===== src/rtl/alu_sequencer_if.sv =====
`timescale 1ns/1ps
// alu_sequencer_if
// Groups the operand/opcode request and the result/status return of the
// multi-cycle ALU into one bundle.
//   start      : one-cycle request pulse, operands valid in that cycle
//   num1, num2 : unsigned operands A and B
//   operacion  : opcode (00 add, 01 sub, 10 mul, 11 div)
//   resultado  : registered result, held until the next completion
//   overflow   : carry / borrow / product-overflow flag
//   div_zero   : last completed op was a divide by zero
//   busy       : operation in flight
//   done       : one-cycle completion strobe
// The master side issues requests; the slave side is the ALU.
interface alu_sequencer_if #(
    parameter int WIDTH = 4
);
    logic             start;
    logic [WIDTH-1:0] num1;
    logic [WIDTH-1:0] num2;
    logic [1:0]       operacion;
    logic [WIDTH-1:0] resultado;
    logic             overflow;
    logic             div_zero;
    logic             busy;
    logic             done;

    modport master (
        output start, num1, num2, operacion,
        input  resultado, overflow, div_zero, busy, done
    );

    modport slave (
        input  start, num1, num2, operacion,
        output resultado, overflow, div_zero, busy, done
    );
endinterface


===== src/rtl/alu_sequencer.sv =====
`timescale 1ns/1ps
// alu_sequencer
// Multi-cycle unsigned ALU: add/sub in one step, mul as WIDTH shift-add
// iterations (multiplier LSB first), div as WIDTH restoring-divide
// iterations (dividend MSB first). Results and flags are registered and
// only change on the done edge or on reset.
// Ports:
//   SLCK        : clock, rising edge
//   rst         : asynchronous active-high reset
//   bus         : request/result bundle (slave side)
//   o_dbg_state : current FSM state encoding, for observation only
// Handshake: a request is taken on any rising edge where start=1 and the
// FSM is idle (busy=0); start while busy=1 is dropped, never queued. The
// result is valid in the single cycle where done=1 and stays held after.
// busy and done are never high together, so a new start may be presented
// in the done cycle and is accepted on the next edge.
module alu_sequencer #(
    parameter int WIDTH = 4
) (
    input  logic                SLCK,
    input  logic                rst,
    alu_sequencer_if.slave      bus,
    output logic [2:0]          o_dbg_state
);
    localparam int CW = (WIDTH > 1) ? $clog2(WIDTH) : 1;

    typedef enum logic [2:0] {
        S_IDLE   = 3'd0,
        S_ADDSUB = 3'd1,
        S_MUL    = 3'd2,
        S_DIV    = 3'd3,
        S_FINISH = 3'd4
    } state_t;

    state_t             r_state;
    logic [WIDTH-1:0]   r_a;        // operand A; holds the quotient during div
    logic [WIDTH-1:0]   r_b;        // operand B; shifted right during mul
    logic               r_sub;
    logic [CW-1:0]      r_cnt;
    logic [2*WIDTH-1:0] r_prod;
    logic [2*WIDTH-1:0] r_mcand;
    logic [WIDTH-1:0]   r_rem;
    logic [WIDTH-1:0]   r_res_stage;
    logic               r_ovf_stage;
    logic               r_dz_stage;
    logic [WIDTH-1:0]   r_resultado;
    logic               r_overflow;
    logic               r_div_zero;
    logic               r_busy;
    logic               r_done;

    logic [WIDTH:0]     w_sum;
    logic [WIDTH:0]     w_dif;
    logic [2*WIDTH-1:0] w_prod_next;
    logic [WIDTH:0]     w_shift;
    logic               w_fits;
    logic [WIDTH-1:0]   w_sub;
    logic [WIDTH-1:0]   w_rem_next;
    logic [WIDTH-1:0]   w_quo_next;
    logic               w_last;

    assign w_sum       = {1'b0, r_a} + {1'b0, r_b};
    assign w_dif       = {1'b0, r_a} - {1'b0, r_b};   // MSB is the borrow
    assign w_prod_next = r_b[0] ? (r_prod + r_mcand) : r_prod;

    // Restoring divide step: bring in the next dividend bit, subtract the
    // divisor only if it fits. The partial remainder is always < B, so the
    // trial difference is exact in WIDTH bits whenever it is kept.
    assign w_shift     = {r_rem, r_a[WIDTH-1]};
    assign w_fits      = (w_shift >= {1'b0, r_b});
    assign w_sub       = w_shift[WIDTH-1:0] - r_b;
    assign w_rem_next  = w_fits ? w_sub : w_shift[WIDTH-1:0];
    assign w_quo_next  = {r_a[WIDTH-2:0], w_fits};
    assign w_last      = (r_cnt == CW'(WIDTH - 1));

    always_ff @(posedge SLCK or posedge rst) begin
        if (rst) begin
            r_state     <= S_IDLE;
            r_a         <= '0;
            r_b         <= '0;
            r_sub       <= 1'b0;
            r_cnt       <= '0;
            r_prod      <= '0;
            r_mcand     <= '0;
            r_rem       <= '0;
            r_res_stage <= '0;
            r_ovf_stage <= 1'b0;
            r_dz_stage  <= 1'b0;
            r_resultado <= '0;
            r_overflow  <= 1'b0;
            r_div_zero  <= 1'b0;
            r_busy      <= 1'b0;
            r_done      <= 1'b0;
        end else begin
            r_done <= 1'b0;
            case (r_state)
                S_IDLE: begin
                    if (bus.start) begin
                        r_a     <= bus.num1;
                        r_b     <= bus.num2;
                        r_sub   <= (bus.operacion == 2'b01);
                        r_cnt   <= '0;
                        r_prod  <= '0;
                        r_mcand <= {{WIDTH{1'b0}}, bus.num1};
                        r_rem   <= '0;
                        r_busy  <= 1'b1;
                        case (bus.operacion)
                            2'b00, 2'b01: r_state <= S_ADDSUB;
                            2'b10:        r_state <= S_MUL;
                            default: begin
                                if (bus.num2 == '0) begin
                                    r_res_stage <= '1;
                                    r_ovf_stage <= 1'b0;
                                    r_dz_stage  <= 1'b1;
                                    r_state     <= S_FINISH;
                                end else begin
                                    r_state <= S_DIV;
                                end
                            end
                        endcase
                    end
                end
                S_ADDSUB: begin
                    r_res_stage <= r_sub ? w_dif[WIDTH-1:0] : w_sum[WIDTH-1:0];
                    r_ovf_stage <= r_sub ? w_dif[WIDTH] : w_sum[WIDTH];
                    r_dz_stage  <= 1'b0;
                    r_state     <= S_FINISH;
                end
                S_MUL: begin
                    r_prod  <= w_prod_next;
                    r_mcand <= r_mcand << 1;
                    r_b     <= r_b >> 1;
                    r_cnt   <= r_cnt + CW'(1);
                    if (w_last) begin
                        r_res_stage <= w_prod_next[WIDTH-1:0];
                        r_ovf_stage <= |w_prod_next[2*WIDTH-1:WIDTH];
                        r_dz_stage  <= 1'b0;
                        r_state     <= S_FINISH;
                    end
                end
                S_DIV: begin
                    r_rem <= w_rem_next;
                    r_a   <= w_quo_next;
                    r_cnt <= r_cnt + CW'(1);
                    if (w_last) begin
                        r_res_stage <= w_quo_next;
                        r_ovf_stage <= 1'b0;
                        r_dz_stage  <= 1'b0;
                        r_state     <= S_FINISH;
                    end
                end
                S_FINISH: begin
                    r_resultado <= r_res_stage;
                    r_overflow  <= r_ovf_stage;
                    r_div_zero  <= r_dz_stage;
                    r_done      <= 1'b1;
                    r_busy      <= 1'b0;
                    r_state     <= S_IDLE;
                end
                default: r_state <= S_IDLE;
            endcase
        end
    end

    assign bus.resultado = r_resultado;
    assign bus.overflow  = r_overflow;
    assign bus.div_zero  = r_div_zero;
    assign bus.busy      = r_busy;
    assign bus.done      = r_done;
    assign o_dbg_state   = r_state;
endmodule


===== src/flat_wrapper.sv =====
// flat-port wrapper written by rule: the top's interface ports become plain ports
module alu_sequencer_flat 
#(
    parameter int WIDTH = 4
)
  (SLCK, rst, o_dbg_state, bus_start, bus_num1, bus_num2, bus_operacion, bus_resultado, bus_overflow, bus_div_zero, bus_busy, bus_done);
  alu_sequencer_if #(.WIDTH(WIDTH)) bus_i ();
  input  logic SLCK;
  input  logic rst;
  output logic [2:0] o_dbg_state;
  input wire logic [$bits(bus_i.start)-1:0] bus_start;
  input wire logic [$bits(bus_i.num1)-1:0] bus_num1;
  input wire logic [$bits(bus_i.num2)-1:0] bus_num2;
  input wire logic [$bits(bus_i.operacion)-1:0] bus_operacion;
  output wire logic [$bits(bus_i.resultado)-1:0] bus_resultado;
  output wire logic [$bits(bus_i.overflow)-1:0] bus_overflow;
  output wire logic [$bits(bus_i.div_zero)-1:0] bus_div_zero;
  output wire logic [$bits(bus_i.busy)-1:0] bus_busy;
  output wire logic [$bits(bus_i.done)-1:0] bus_done;
  assign bus_i.start = bus_start;
  assign bus_i.num1 = bus_num1;
  assign bus_i.num2 = bus_num2;
  assign bus_i.operacion = bus_operacion;
  assign bus_resultado = bus_i.resultado;
  assign bus_overflow = bus_i.overflow;
  assign bus_div_zero = bus_i.div_zero;
  assign bus_busy = bus_i.busy;
  assign bus_done = bus_i.done;
  alu_sequencer #(.WIDTH(WIDTH)) u_core (.SLCK(SLCK), .rst(rst), .bus(bus_i), .o_dbg_state(o_dbg_state));
endmodule

===== config.mk =====
export PLATFORM = sky130hd
export DESIGN_NAME = alu_sequencer_flat
export DESIGN_NICKNAME = d
export VERILOG_FILES = /design/src/rtl/alu_sequencer_if.sv /design/src/rtl/alu_sequencer.sv /design/src/flat_wrapper.sv
export SDC_FILE = /design/constraint.sdc
export NUM_CORES = 1
export LEC_CHECK = 0
export ABC_AREA = 1
export CELL_PAD_IN_SITES_DETAIL_PLACEMENT = 1
export CELL_PAD_IN_SITES_GLOBAL_PLACEMENT = 1
export CORE_UTILIZATION = 47
export DETAILED_ROUTE_END_ITERATION = 6
export HOLD_SLACK_MARGIN = 0.08
export PLACE_DENSITY_LB_ADDON = 0.1
export SYNTH_ARGS = -nofsm -noshare
export SYNTH_HDL_FRONTEND = slang
export SYNTH_SLANG_ARGS = --single-unit

===== constraint.sdc =====
create_clock -name SLCK -period 4.6 [get_ports SLCK]
set_clock_uncertainty 0.2 [all_clocks]
set_input_delay 0.92 -clock SLCK [delete_from_list [all_inputs] [get_ports SLCK]]
set_output_delay 0.92 -clock SLCK [all_outputs]
set_load 0.02 [all_outputs]

==> run summary <==
The routability-driven placement congestion ratio came out at between 0.8 and 0.9. Of the total synthesized cell area, the portion taken by XOR and XNOR cells is 0.00881. In the routed design, unresolved DRC markers number 0. The initial utilization of the core area, before any placement, comes to 0.495.

The synthesized net count came out at 411. The number of cells in the finished layout apart from fillers came out at 473. The core region is 0.00603 mm2. In this design, the largest share of critical-path delay is due to buffers and inverters. The TritonCTS buffer count came out at 5. The final count of negative-setup-slack endpoints is 0.

Traced cell by cell, the critical path runs through clkdlybuf4s50_1. The gate count after technology mapping is about 370. The leakage power came out at roughly 1.7 nW. The element type at the critical path start is a flip-flop.

For the pin with the worst max-slew slack, the measured transition is roughly 1000 ps. The share of Yosys cell area claimed by the top area cell type came out at 0.403. The number of detailed-routing iterations run before antenna repair came out at 4. The worst setup path is of the reg2out kind.

The buffers inserted during post-CTS setup optimization is 0. The worst hold path begins at u_core.bus.resultado[0]$_DFFE_PP0P_. The routed via count is ~2.5k. The maximum fanout encountered on the critical timing path is 6. The first global-routing pass estimated ~13 mm of wire. The floorplan die area is between 0.006 and 0.007 mm2. After detailed routing, the average wire length per cell comes to 15.9 um.

The worst IR drop on VDD came out at roughly 0.36 mV. The via density per instance came out at 5.38. The flow ran to the end, and the final reports show no timing, DRC or antenna violations. After detailed placement, the design holds a cell count of 465. Hold repair after CTS inserted 0 buffers. The final worst-path cycle share came out at 0.586. Sorting the synthesized cells by area gives the leading types as dfrtp_1 (40%), nand2_1 (11%), ha_1 (8.4%).

In the layout the commonest cells are nand2_1 (85), inv_1 (55), dfrtp_1 (48). The worst slew margin relative to its limit came out at 0.334. The worst hold path terminates at u_core.bus.resultado[0]$_DFFE_PP0P_.

CTS saw 48 sinks. The count of different cell masters after synthesis came out at 34. The longest clock path from root to sink contains 2 buffers. Across the run, the number of max-cap violations was 0.

The clock transition at the registers of the reported paths came out at 100 ps. For flop-to-flop paths, the worst setup slack is ~2000 ps. The die is around 82 um wide. The peak clock frequency supported by timing came out at between 300 and 400 MHz.

In this run the critical register-to-register path is launched from u_core.r_b[1]$_DFFE_PP0P_. Setup repair after global routing left no endpoint under its margin. Internal power comes to roughly 1.3 mW. The mean instance size in the synthesized netlist is around 8 um2. In this run the cell area measured after placement is around 0.0033 mm2.

The routed wire length is 7.54 mm. 0 antenna diodes ended up in the layout. The total negative slack is 0 ps. The largest single stage delay on the critical path is just under 700 ps.

The adder-cell area share of the yosys netlist came out at 0.111. The number of warnings issued by yosys came out at 0. Entering global routing, the biggest net connects 49 pins. The initial antenna violation count came out at 0. The later pin in the worst-skew pair is clocked with a latency of ~310 ps. In this run the remaining antenna-violating nets after routing total 0. After synthesis, the largest family of logic cells by area is simple AND/OR/NAND/NOR gates. The simple-gate share of the synthesized area came out at 0.238. The arrival time of data at the critical path endpoint is between 1500 and 2000 ps. For this design the total switching power over the nets is roughly 1.2 mW. The required time of the critical path came out at 3480 ps.

The hold path depth is 2. The number of fillers in the final layout came out at 764. The slowest stage of the critical path is the clkdlybuf4s50_1 cell.

dfrtp_1 takes more of the synthesized area than any other cell. The overflow left after global routing came out at 0. The total count of max-transition violations in the final report came out at 0. The terminus of the critical flop-to-flop path is u_core.r_res_stage[0]$_DFFE_PP0P_.

The share of total power in the clock network came out at 0.128. The net switching fraction of the power is 0.493. The TritonCTS clock tree is done. The number of failing hold endpoints at the final stage came out at 0. The final critical delay including setup and external delays is around 2700 ps. The number of nets in the layout came out at roughly 430. STA classifies the critical path endpoint as an output port. The number of cells on the worst reg-to-reg path is 12. The compound-gate portion of the synthesized area is 0.138. The mux share of post-synthesis cell area is 0. Clock tree synthesis selected as its root buffer the cell clkbuf_8.

The number of global-route vias before repair came to 2680. The share of total power dissipated in sequential elements is 0.309. The number of buffers added on ports is 23. Compared with the post-synthesis result, the final layout area differs by 13.4%.

The power density relative to cell area is roughly 750 mW/mm2. The share of total power dissipated in combinational logic is 0.563. The sequential element share of the synthesized area is 0.403. The path class of the tightest hold or removal check is reg2reg. The leading cell type in the layout, fill and taps excluded is nand2_1. The number of violations reported at the end of detailed-routing iteration 0 is between 100 and 150. Together, buffers and inverters on the worst path number 1. Hold is met by between 200 and 300 ps. The overall routing resource usage came out at 0.260. Once the clock tree was built, the resizer swapped 0 gates to a different size. The ratio of cells with drive above 1 in the final layout is 0.0829. The number of I/O pins is 24. The floorplan step set the die height to between 80 and 90 um. The cell area after synthesis came out at about 0.0030 mm2. Counting flops and latches in the post-synthesis netlist gives 48. The half-perimeter wire length after detailed placement came out at 5.74 mm. The finished layout cell area is 0.00338 mm2. In this run the core area contains 28 standard-cell rows.

The level count of the clock H-tree is 2.
==> cell usage after synthesis <==
master / number
nand2_1: 85
and2_1: 1
a32o_1: 1
o2111ai_1: 1
nand4_1: 2
a21oi_1: 12
ha_1: 20
o21ai_1: 6
buf_6: 1
dfrtp_1: 48
o211ai_1: 11
nand2_4: 3
inv_1: 56
and3_1: 1
nor2_8: 1
inv_4: 2
buf_4: 1
a22oi_2: 1
nor2_1: 21
xor2_1: 3
nand2_2: 1
o21ai_0: 35
nor3_1: 1
nor2_2: 2
o22ai_1: 4
inv_6: 1
fa_1: 4
clkbuf_1: 2
inv_2: 8
nand3b_1: 1
nor2_4: 5
buf_2: 3
o32ai_1: 1
nand3_1: 29
==> logic make-up after synthesis <==
family | after synthesis
buffers and inverters | 74
AND/OR/NAND/NOR | 153
AO/OA/AOI/OAI | 72
adder cells (fa/ha/maj) | 24
XOR/XNOR | 3
flip-flops | 48
==> routing by layer <==
layer | GRT usage | routed length, um | up-vias
met5 | 0 | 0 | -
met1 | 0.315 | 3390 | 1236
met3 | 0.0511 | 208 | 21
li1 | - | - | 1250
met4 | 0.118 | 263 | 0
met2 | 0.444 | 3680 | 40
==> through the flow <==
step	setup slack (ps)	utilization	power, mW
4_1_cts	1900	0.561	2.54
5_1_grt	1840	0.561	2.78
3_5_place_dp	1970	0.542	2.20
6_report	1900	0.561	2.52
2_1_floorplan	2340	-	1.80
3_3_place_gp	2040	0.542	2.13
==> registers in the layout, summed over array words and instances (netlist names) <==
register,cells
u_core.bus.busy,1
u_core.bus.div_zero,1
u_core.bus.done,1
u_core.bus.overflow,1
u_core.bus.resultado,4
u_core.o_dbg_state,3
u_core.r_a,4
u_core.r_b,4
u_core.r_cnt,2
u_core.r_dz_stage,1
u_core.r_mcand,8
u_core.r_ovf_stage,1
u_core.r_prod,8
u_core.r_rem,4
u_core.r_res_stage,4
u_core.r_sub,1
==> worst max path at each step <==
stage / startpoint / slack, ps / cells past startpoint / to
6_report: u_core.o_dbg_state[2]$_DFFE_PP0P_ / 1900 / 1 / o_dbg_state[2]
5_1_grt: u_core.r_b[1]$_DFFE_PP0P_ / 1840 / 12 / u_core.r_res_stage[0]$_DFFE_PP0P_
4_1_cts: u_core.o_dbg_state[2]$_DFFE_PP0P_ / 1900 / 1 / o_dbg_state[2]
3_5_place_dp: bus_start / 1970 / 10 / u_core.r_res_stage[0]$_DFFE_PP0P_
3_3_place_gp: bus_start / 2040 / 10 / u_core.r_res_stage[0]$_DFFE_PP0P_
2_1_floorplan: rst / 2340 / 1 / u_core.bus.busy$_DFFE_PP0P_
==> power groups by stage <==
| stage | registers, mW | clock network [mW] | logic, mW |
|---|---|---|---|
| floorplan | 0.776 | 0 | 1.02 |
| global placement | 0.775 | 0 | 1.35 |
| detailed placement | 0.786 | 0 | 1.42 |
| CTS | 0.779 | 0.326 | 1.43 |
| global route | 0.808 | 0.343 | 1.63 |
| finish | 0.779 | 0.322 | 1.42 |
==> final cells by class <==
type,instances,area (um2),area share
multi-input cells,252,1480,0.437
flip-flops and latches,48,1200,0.355
inverters,67,262,0.0773
repair buffers,23,230,0.0681
well taps,75,93.8,0.0277
clock buffers,5,68.8,0.0203
clock inverters,3,47.5,0.0141
Power figures use the tool's default switching activity.
